## src/rtl/feistel_cipher_engine_if.sv

```systemverilog
// Handshake bundle for the Feistel engine: block input channel and result channel.
interface feistel_cipher_engine_if #(
  parameter int HALF_W = 4
) ();
  logic                  in_valid;
  logic                  in_ready;
  logic [2*HALF_W-1:0]   in_data;
  logic [2*HALF_W-1:0]   in_key;
  logic                  in_decrypt;
  logic                  out_valid;
  logic                  out_ready;
  logic [2*HALF_W-1:0]   out_data;

  // Source/sink side of the engine
  modport master (
    output in_valid, in_data, in_key, in_decrypt, out_ready,
    input  in_ready, out_valid, out_data
  );

  // Engine side
  modport slave (
    input  in_valid, in_data, in_key, in_decrypt, out_ready,
    output in_ready, out_valid, out_data
  );
endinterface

```

## src/rtl/feistel_cipher_engine.sv

```systemverilog
// Iterative Feistel encrypt/decrypt engine: one round per clock, final half swap
// so that decrypting with the reversed key schedule inverts encryption.
module feistel_cipher_engine #(
  parameter int HALF_W = 4,
  parameter int ROUNDS = 4
) (
  input  logic                    clock_i,
  input  logic                    reset_ni,
  feistel_cipher_engine_if.slave  bus,
  output logic                    busy_o
);
  localparam int BW = 2 * HALF_W;
  localparam int CW = $clog2(ROUNDS + 1);
  localparam logic [CW-1:0] LAST = CW'(ROUNDS - 1);

  typedef enum logic [1:0] {IDLE, RUN, DONE} state_e;

  state_e              state_q;
  logic [HALF_W-1:0]   l_q, r_q;
  logic [HALF_W-1:0]   l_d, r_d;
  logic [BW-1:0]       key_q;
  logic [BW-1:0]       out_data_q;
  logic [CW-1:0]       cnt_q;
  logic                dec_q;
  logic                out_valid_q;
  logic                busy_q;
  logic                accept;

  logic [CW-1:0]       kidx;
  int unsigned         rot;
  logic [BW-1:0]       rkey;
  logic [HALF_W-1:0]   rev;
  logic [BW-1:0]       e_r;
  logic [BW-1:0]       x;
  logic [HALF_W-1:0]   f;

  // A new block can enter when idle, or when the held result leaves on this same edge
  assign bus.in_ready  = (state_q == IDLE) || ((state_q == DONE) && bus.out_ready);
  assign accept        = bus.in_valid && bus.in_ready;
  assign bus.out_valid = out_valid_q;
  assign bus.out_data  = out_data_q;
  assign busy_o        = busy_q;

  // Round datapath: key schedule, expansion, mix, carry-discarding add
  always_comb begin
    kidx = dec_q ? (LAST - cnt_q) : cnt_q;
    rot  = 32'(kidx) % BW;
    // rot == 0 shifts the right-hand term fully out, leaving key_q unchanged
    rkey = (key_q << rot) | (key_q >> (BW - rot));
    rev  = '0;
    for (int b = 0; b < HALF_W; b++) rev[HALF_W-1-b] = r_q[b];
    e_r  = {r_q[HALF_W-2:0], r_q[HALF_W-1], rev};
    x    = e_r ^ rkey;
    f    = x[BW-1:HALF_W] + x[HALF_W-1:0] + {{(HALF_W-1){1'b0}}, rkey[0]};
    l_d  = r_q;
    r_d  = l_q ^ f;
  end

  // Control FSM with registered outputs; the last round writes the swapped result directly
  always_ff @(posedge clock_i or negedge reset_ni) begin
    if (!reset_ni) begin
      state_q     <= IDLE;
      l_q         <= '0;
      r_q         <= '0;
      key_q       <= '0;
      cnt_q       <= '0;
      dec_q       <= 1'b0;
      out_data_q  <= '0;
      out_valid_q <= 1'b0;
      busy_q      <= 1'b0;
    end else begin
      case (state_q)
        IDLE: begin
          if (accept) begin
            l_q     <= bus.in_data[BW-1:HALF_W];
            r_q     <= bus.in_data[HALF_W-1:0];
            key_q   <= bus.in_key;
            dec_q   <= bus.in_decrypt;
            cnt_q   <= '0;
            busy_q  <= 1'b1;
            state_q <= RUN;
          end
        end
        RUN: begin
          l_q   <= l_d;
          r_q   <= r_d;
          cnt_q <= cnt_q + CW'(1);
          if (cnt_q == LAST) begin
            out_data_q  <= {r_d, l_d};
            out_valid_q <= 1'b1;
            busy_q      <= 1'b0;
            state_q     <= DONE;
          end
        end
        DONE: begin
          if (bus.out_ready) begin
            out_valid_q <= 1'b0;
            if (accept) begin
              l_q     <= bus.in_data[BW-1:HALF_W];
              r_q     <= bus.in_data[HALF_W-1:0];
              key_q   <= bus.in_key;
              dec_q   <= bus.in_decrypt;
              cnt_q   <= '0;
              busy_q  <= 1'b1;
              state_q <= RUN;
            end else begin
              state_q <= IDLE;
            end
          end
        end
        default: state_q <= IDLE;
      endcase
    end
  end
endmodule

```

## src/flat_wrapper.sv

```systemverilog
// flat-port wrapper written by rule: the top's interface ports become plain ports
module feistel_cipher_engine_flat 
#(
  parameter int HALF_W = 4,
  parameter int ROUNDS = 4
)
  (clock_i, reset_ni, busy_o, bus_in_valid, bus_in_data, bus_in_key, bus_in_decrypt, bus_out_ready, bus_in_ready, bus_out_valid, bus_out_data);
  feistel_cipher_engine_if #(.HALF_W(HALF_W)) bus_i ();
  input  logic clock_i;
  input  logic reset_ni;
  output logic busy_o;
  input wire logic [$bits(bus_i.in_valid)-1:0] bus_in_valid;
  input wire logic [$bits(bus_i.in_data)-1:0] bus_in_data;
  input wire logic [$bits(bus_i.in_key)-1:0] bus_in_key;
  input wire logic [$bits(bus_i.in_decrypt)-1:0] bus_in_decrypt;
  input wire logic [$bits(bus_i.out_ready)-1:0] bus_out_ready;
  output wire logic [$bits(bus_i.in_ready)-1:0] bus_in_ready;
  output wire logic [$bits(bus_i.out_valid)-1:0] bus_out_valid;
  output wire logic [$bits(bus_i.out_data)-1:0] bus_out_data;
  assign bus_i.in_valid = bus_in_valid;
  assign bus_i.in_data = bus_in_data;
  assign bus_i.in_key = bus_in_key;
  assign bus_i.in_decrypt = bus_in_decrypt;
  assign bus_i.out_ready = bus_out_ready;
  assign bus_in_ready = bus_i.in_ready;
  assign bus_out_valid = bus_i.out_valid;
  assign bus_out_data = bus_i.out_data;
  feistel_cipher_engine #(.HALF_W(HALF_W), .ROUNDS(ROUNDS)) u_core (.clock_i(clock_i), .reset_ni(reset_ni), .bus(bus_i), .busy_o(busy_o));
endmodule
```

## config.mk

```make
export PLATFORM = sky130hd
export DESIGN_NAME = feistel_cipher_engine_flat
export DESIGN_NICKNAME = d
export VERILOG_FILES = /design/src/rtl/feistel_cipher_engine_if.sv /design/src/rtl/feistel_cipher_engine.sv /design/src/flat_wrapper.sv
export SDC_FILE = /design/constraint.sdc
export NUM_CORES = 1
export LEC_CHECK = 0
export ABC_AREA = 1
export CAP_MARGIN = 20
export CORE_ASPECT_RATIO = 1.75
export CORE_MARGIN = 3
export CORE_UTILIZATION = 45
export CTS_BUF_LIST = sky130_fd_sc_hd__clkbuf_8 sky130_fd_sc_hd__clkbuf_16
export DETAILED_ROUTE_END_ITERATION = 16
export GPL_ROUTABILITY_DRIVEN = 0
export HOLD_SLACK_MARGIN = 0.06
export PLACE_DENSITY = 0.69
export SYNTH_ARGS = -nofsm -noshare
export SYNTH_HDL_FRONTEND = slang
export SYNTH_SLANG_ARGS = --single-unit
```

## constraint.sdc

```tcl
create_clock -name clock_i -period 4.2 [get_ports clock_i]
set_clock_uncertainty 0.2 [all_clocks]
set_input_delay 1.26 -clock clock_i [delete_from_list [all_inputs] [get_ports clock_i]]
set_output_delay 1.26 -clock clock_i [all_outputs]
set_load 0.005 [all_outputs]
```

==> summary.txt <==
Layout
  • Fillcell total: 447
  • Total non-filler cell area in the finished layout: 0.00251 mm^2
  • Multi-input combinational cell area: 0.00108 mm^2
  • Antenna Cells: 0
  • Sequential cell area: 801 um^2
  • Fraction of final layout cells sized beyond drive strength 1: 0.125
  • Number of standard cells in the layout, taps in and fillers out: 364
  • Number of nets in the finished design: 337
  • Area growth syn-to-layout: 21.6%

CTS
  • Post-CTS setup repair buffer count: 0
  • Clock transition at path regs: 0.06 ns
  • Number of H-tree levels: 2
  • Resized cells post-CTS: 0
  • Number of buffers inserted for hold repair after clock tree synthesis: 0
  • Cell at the root of the clock tree: clkbuf_8
  • TritonCTS clock tree: done
  • Sink count of the clock tree: 32
  • Clock latency on the worst-skew pair: 0.29 ns
  • Max Buffers Root-to-Sink: 2
  • Inserted Clock Buffers: 5

Global routing
  • Number of antenna violations at the first check in global routing: 0
  • Global router's overall resource usage: 0.194
  • Wire length of the first global-routing pass: 8.12 mm
  • Vias in the first global route: 1882
  • Residual overflow from global routing: 0
  • Maximum number of pins on one net before global-route repair: 33

Synth
  • Cells taking the most area after synthesis: dfrtp_1, nand2_1, nand3_1
  • Yosys warning total: 0
  • Share of Yosys cell area claimed by the top area cell type: 0.388
  • Xor-xnor portion of the synthesized cell area: 0.0382
  • Netlist cell types: 25
  • Synthesized area per cell: 7.42 um^2
  • Area of the mapped netlist: 0.00206 mm^2
  • Synthesis-stage register bit count: 32
  • Mux share of post-synthesis cell area: 0
  • Synthesized-area fraction occupied by and/or/nand/nor cells: 0.337
  • Most area-hungry cell type in the Yosys netlist: dfrtp_1
  • Syn Nets: 303
  • Count of mapped cells out of synthesis: 278
  • Compound-cell area share of the yosys netlist: 0.122
  • Adder-Cell Fraction of Synth Area: 0.0279
  • Sequential element share of the synthesized area: 0.388
  • Dominant combinational cell family by area after synthesis: simple AND/OR/NAND/NOR gates

Setup path
  • Arrival time of the worst setup path: 2.50 ns
  • End of the worst register-to-register path: u_core.l_d[1]
  • Worst r2r src: u_core.cnt_q[0]
  • Worst path buffer plus inverter count: 3
  • Sort of element at the end of the critical path: output pin
  • Crit-path max cell delay: 0.53 ns
  • Largest driver fanout on the critical path: 2
  • Reg-to-reg slack, setup: 1.22 ns
  • Cell with the largest stage delay on the worst path: clkdlybuf4s50_1
  • Kind of cell with the highest combined delay on the critical path: buffers and inverters
  • Setup Crit Path Kind: input pin to output pin
  • Critical path's most frequent cell: clkdlybuf4s50_1
  • R2R depth: 9
  • Startpoint Class: input pin
  • WP data required: 2.74 ns
  • Worst-path cell chain: clkdlybuf4s50_1 > inv_1 > a21oi_1 > clkdlybuf4s50_1

Floorplanning
  • Die Y-Extent: 95.6 um
  • Core Footprint: 0.00440 mm^2
  • Die ar.: 0.00547 mm^2
  • Effective utilization at floorplan: 0.468
  • Die Wd: 57.2 um
  • Placement Rows: 32
  • Boundary Pins: 32

Detailed routing
  • Number of vias per cell after detailed routing: 5.28
  • Highest signal layer in the routed design: met4
  • Number of antenna-violating nets in the routed design: 0
  • Routed len/inst: 13.4 um
  • Post-Route WL: 4.89 mm
  • Number of vias after detailed routing: 1923
  • DRC errors left: 0
  • Total iterations of the first detailed-routing run: 4
  • DRT met1 WL: 1.84 mm
  • Number of DRC violations after detailed-routing iteration 0: 80
  • Amount of wire on met2 after detailed routing: 2.68 mm
  • Routed length on met3: 198 um

Worst hold path
  • Hold EP: u_core.bus.out_data[5]
  • Min-Delay Path Class: flop to flop
  • Number of cells traversed by the worst hold path: 2
  • Start point of the worst min-delay path: u_core.bus.out_data[5]

STA
  • Max Clock Freq: 253 MHz
  • RSZ-0062 raised after global routing: no
  • Final worst-path setup slack: 0.243 ns
  • Total Neg Setup Slack: 0 ns
  • Share of the clock period used by the worst path: 0.942
  • Relative max-transition margin: 0.524
  • Number of pins exceeding their max-slew limit in the final report: 0
  • Actual transition at the worst max-transition pin: 0.709 ns
  • Post-route minimum period: 3.96 ns
  • # setup viols final: 0
  • Number of endpoints with negative hold slack in the final report: 0

Placed design
  • Instance area after placement: 0.00242 mm^2
  • Post-DP HPWL: 3.81 mm
  • Placed Instances: 356
  • Post-placement setup slack: 0.240 ns
  • Quantity of I/O buffers inserted on ports: 31

Run status
  • Result of the run: completed

Flow run
  • Max-capacitance violation count: 0
-- registers in the layout, indices dropped and copies added (netlist names) --
name / count
u_core.bus.out_data: 8
u_core.bus.out_valid: 1
u_core.key_q: 8
u_core.dec_q: 1
u_core.busy_o: 1
u_core.state_q: 2
u_core.cnt_q: 3
u_core.l_q: 4
u_core.l_d: 4
-- logic make-up after synthesis --
| family | count (synthesis) |
|---|---|
| buffers and inverters | 45 |
| DFF | 32 |
| AOI/OAI and AO/OA | 45 |
| xor gates and xnor gates | 9 |
| and+or+nand+nor | 143 |
| adders and majority gates | 4 |
-- worst max path at each step --
stage                        from      endpoint  slack, ns  cells after the start
global placement    bus_out_ready  bus_in_ready       0.28                      4
detailed placement  bus_out_ready  bus_in_ready       0.24                      4
CTS                 bus_out_ready  bus_in_ready       0.24                      4
global route        bus_out_ready  bus_in_ready       0.17                      4
floorplan           bus_out_ready  bus_in_ready       1.28                      2
finish              bus_out_ready  bus_in_ready       0.24                      4
-- layout make-up --
| class | instances | area share |
|---|---|---|
| Clock inverter | 3 | 0.00748 |
| Multi-Input combinational cell | 201 | 0.432 |
| Tap cell | 51 | 0.0254 |
| Inverter | 40 | 0.0618 |
| Timing Repair Buffer | 32 | 0.127 |
| Sequential cell | 32 | 0.319 |
| Clock buffer | 5 | 0.0274 |
-- layer usage --
layer | vias to the layer above | GRT usage
met1 | 890 | 0.183
met2 | 48 | 0.368
li1 | 970 | -
met3 | 15 | 0.0379
met5 | - | 0
met4 | 0 | 0.126
-- worst register-to-register path: cells and delay by family (launching register included) --
kind	cells	cell delay, ns
adder cells (fa/ha/maj)	2	0.92
buffers and inverters	1	0.13
AO/OA/AOI/OAI	4	0.71
XOR/XNOR	2	0.45
flip-flops	1	0.45
-- cells in the mapped netlist --
cell type   n
nand3_1    30
o31ai_1     2
xnor2_1     2
nand4_1     1
nor2_1     11
o21ai_0    21
o21a_1      1
o211ai_1    1
clkinv_4    1
a21oi_1    10
xor2_1      7
nand3_2    10
inv_1      34
buf_4       1
ha_1        3
fa_1        1
o221ai_1    2
nand2_4     4
nand2_1    76
nand2_2    10
nor3_1      1
o22ai_1     8
dfrtp_1    32
clkbuf_1    4
inv_2       5
-- cell usage in the layout (no fill, tap or decap), types with 10 or more instances in the layout --
cell type,count
nand2_2,10
clkdlybuf4s50_1,31
nand3_2,10
o21ai_0,21
dfrtp_1,32
nand2_1,76
nor2_1,11
nand3_1,30
a21oi_1,10
inv_1,34
-- metrics by stage --
step | hold slack [ns] | util
floorplan | 0.265 | -
global placement | 0.255 | 0.550
detailed placement | 0.265 | 0.550
CTS | 0.285 | 0.570
global route | 0.311 | 0.570
finish | 0.277 | 0.570
Power is left out: the tool's default activity adds up to more than one toggle a clock period on the data nets, which glitch-free logic cannot reach.
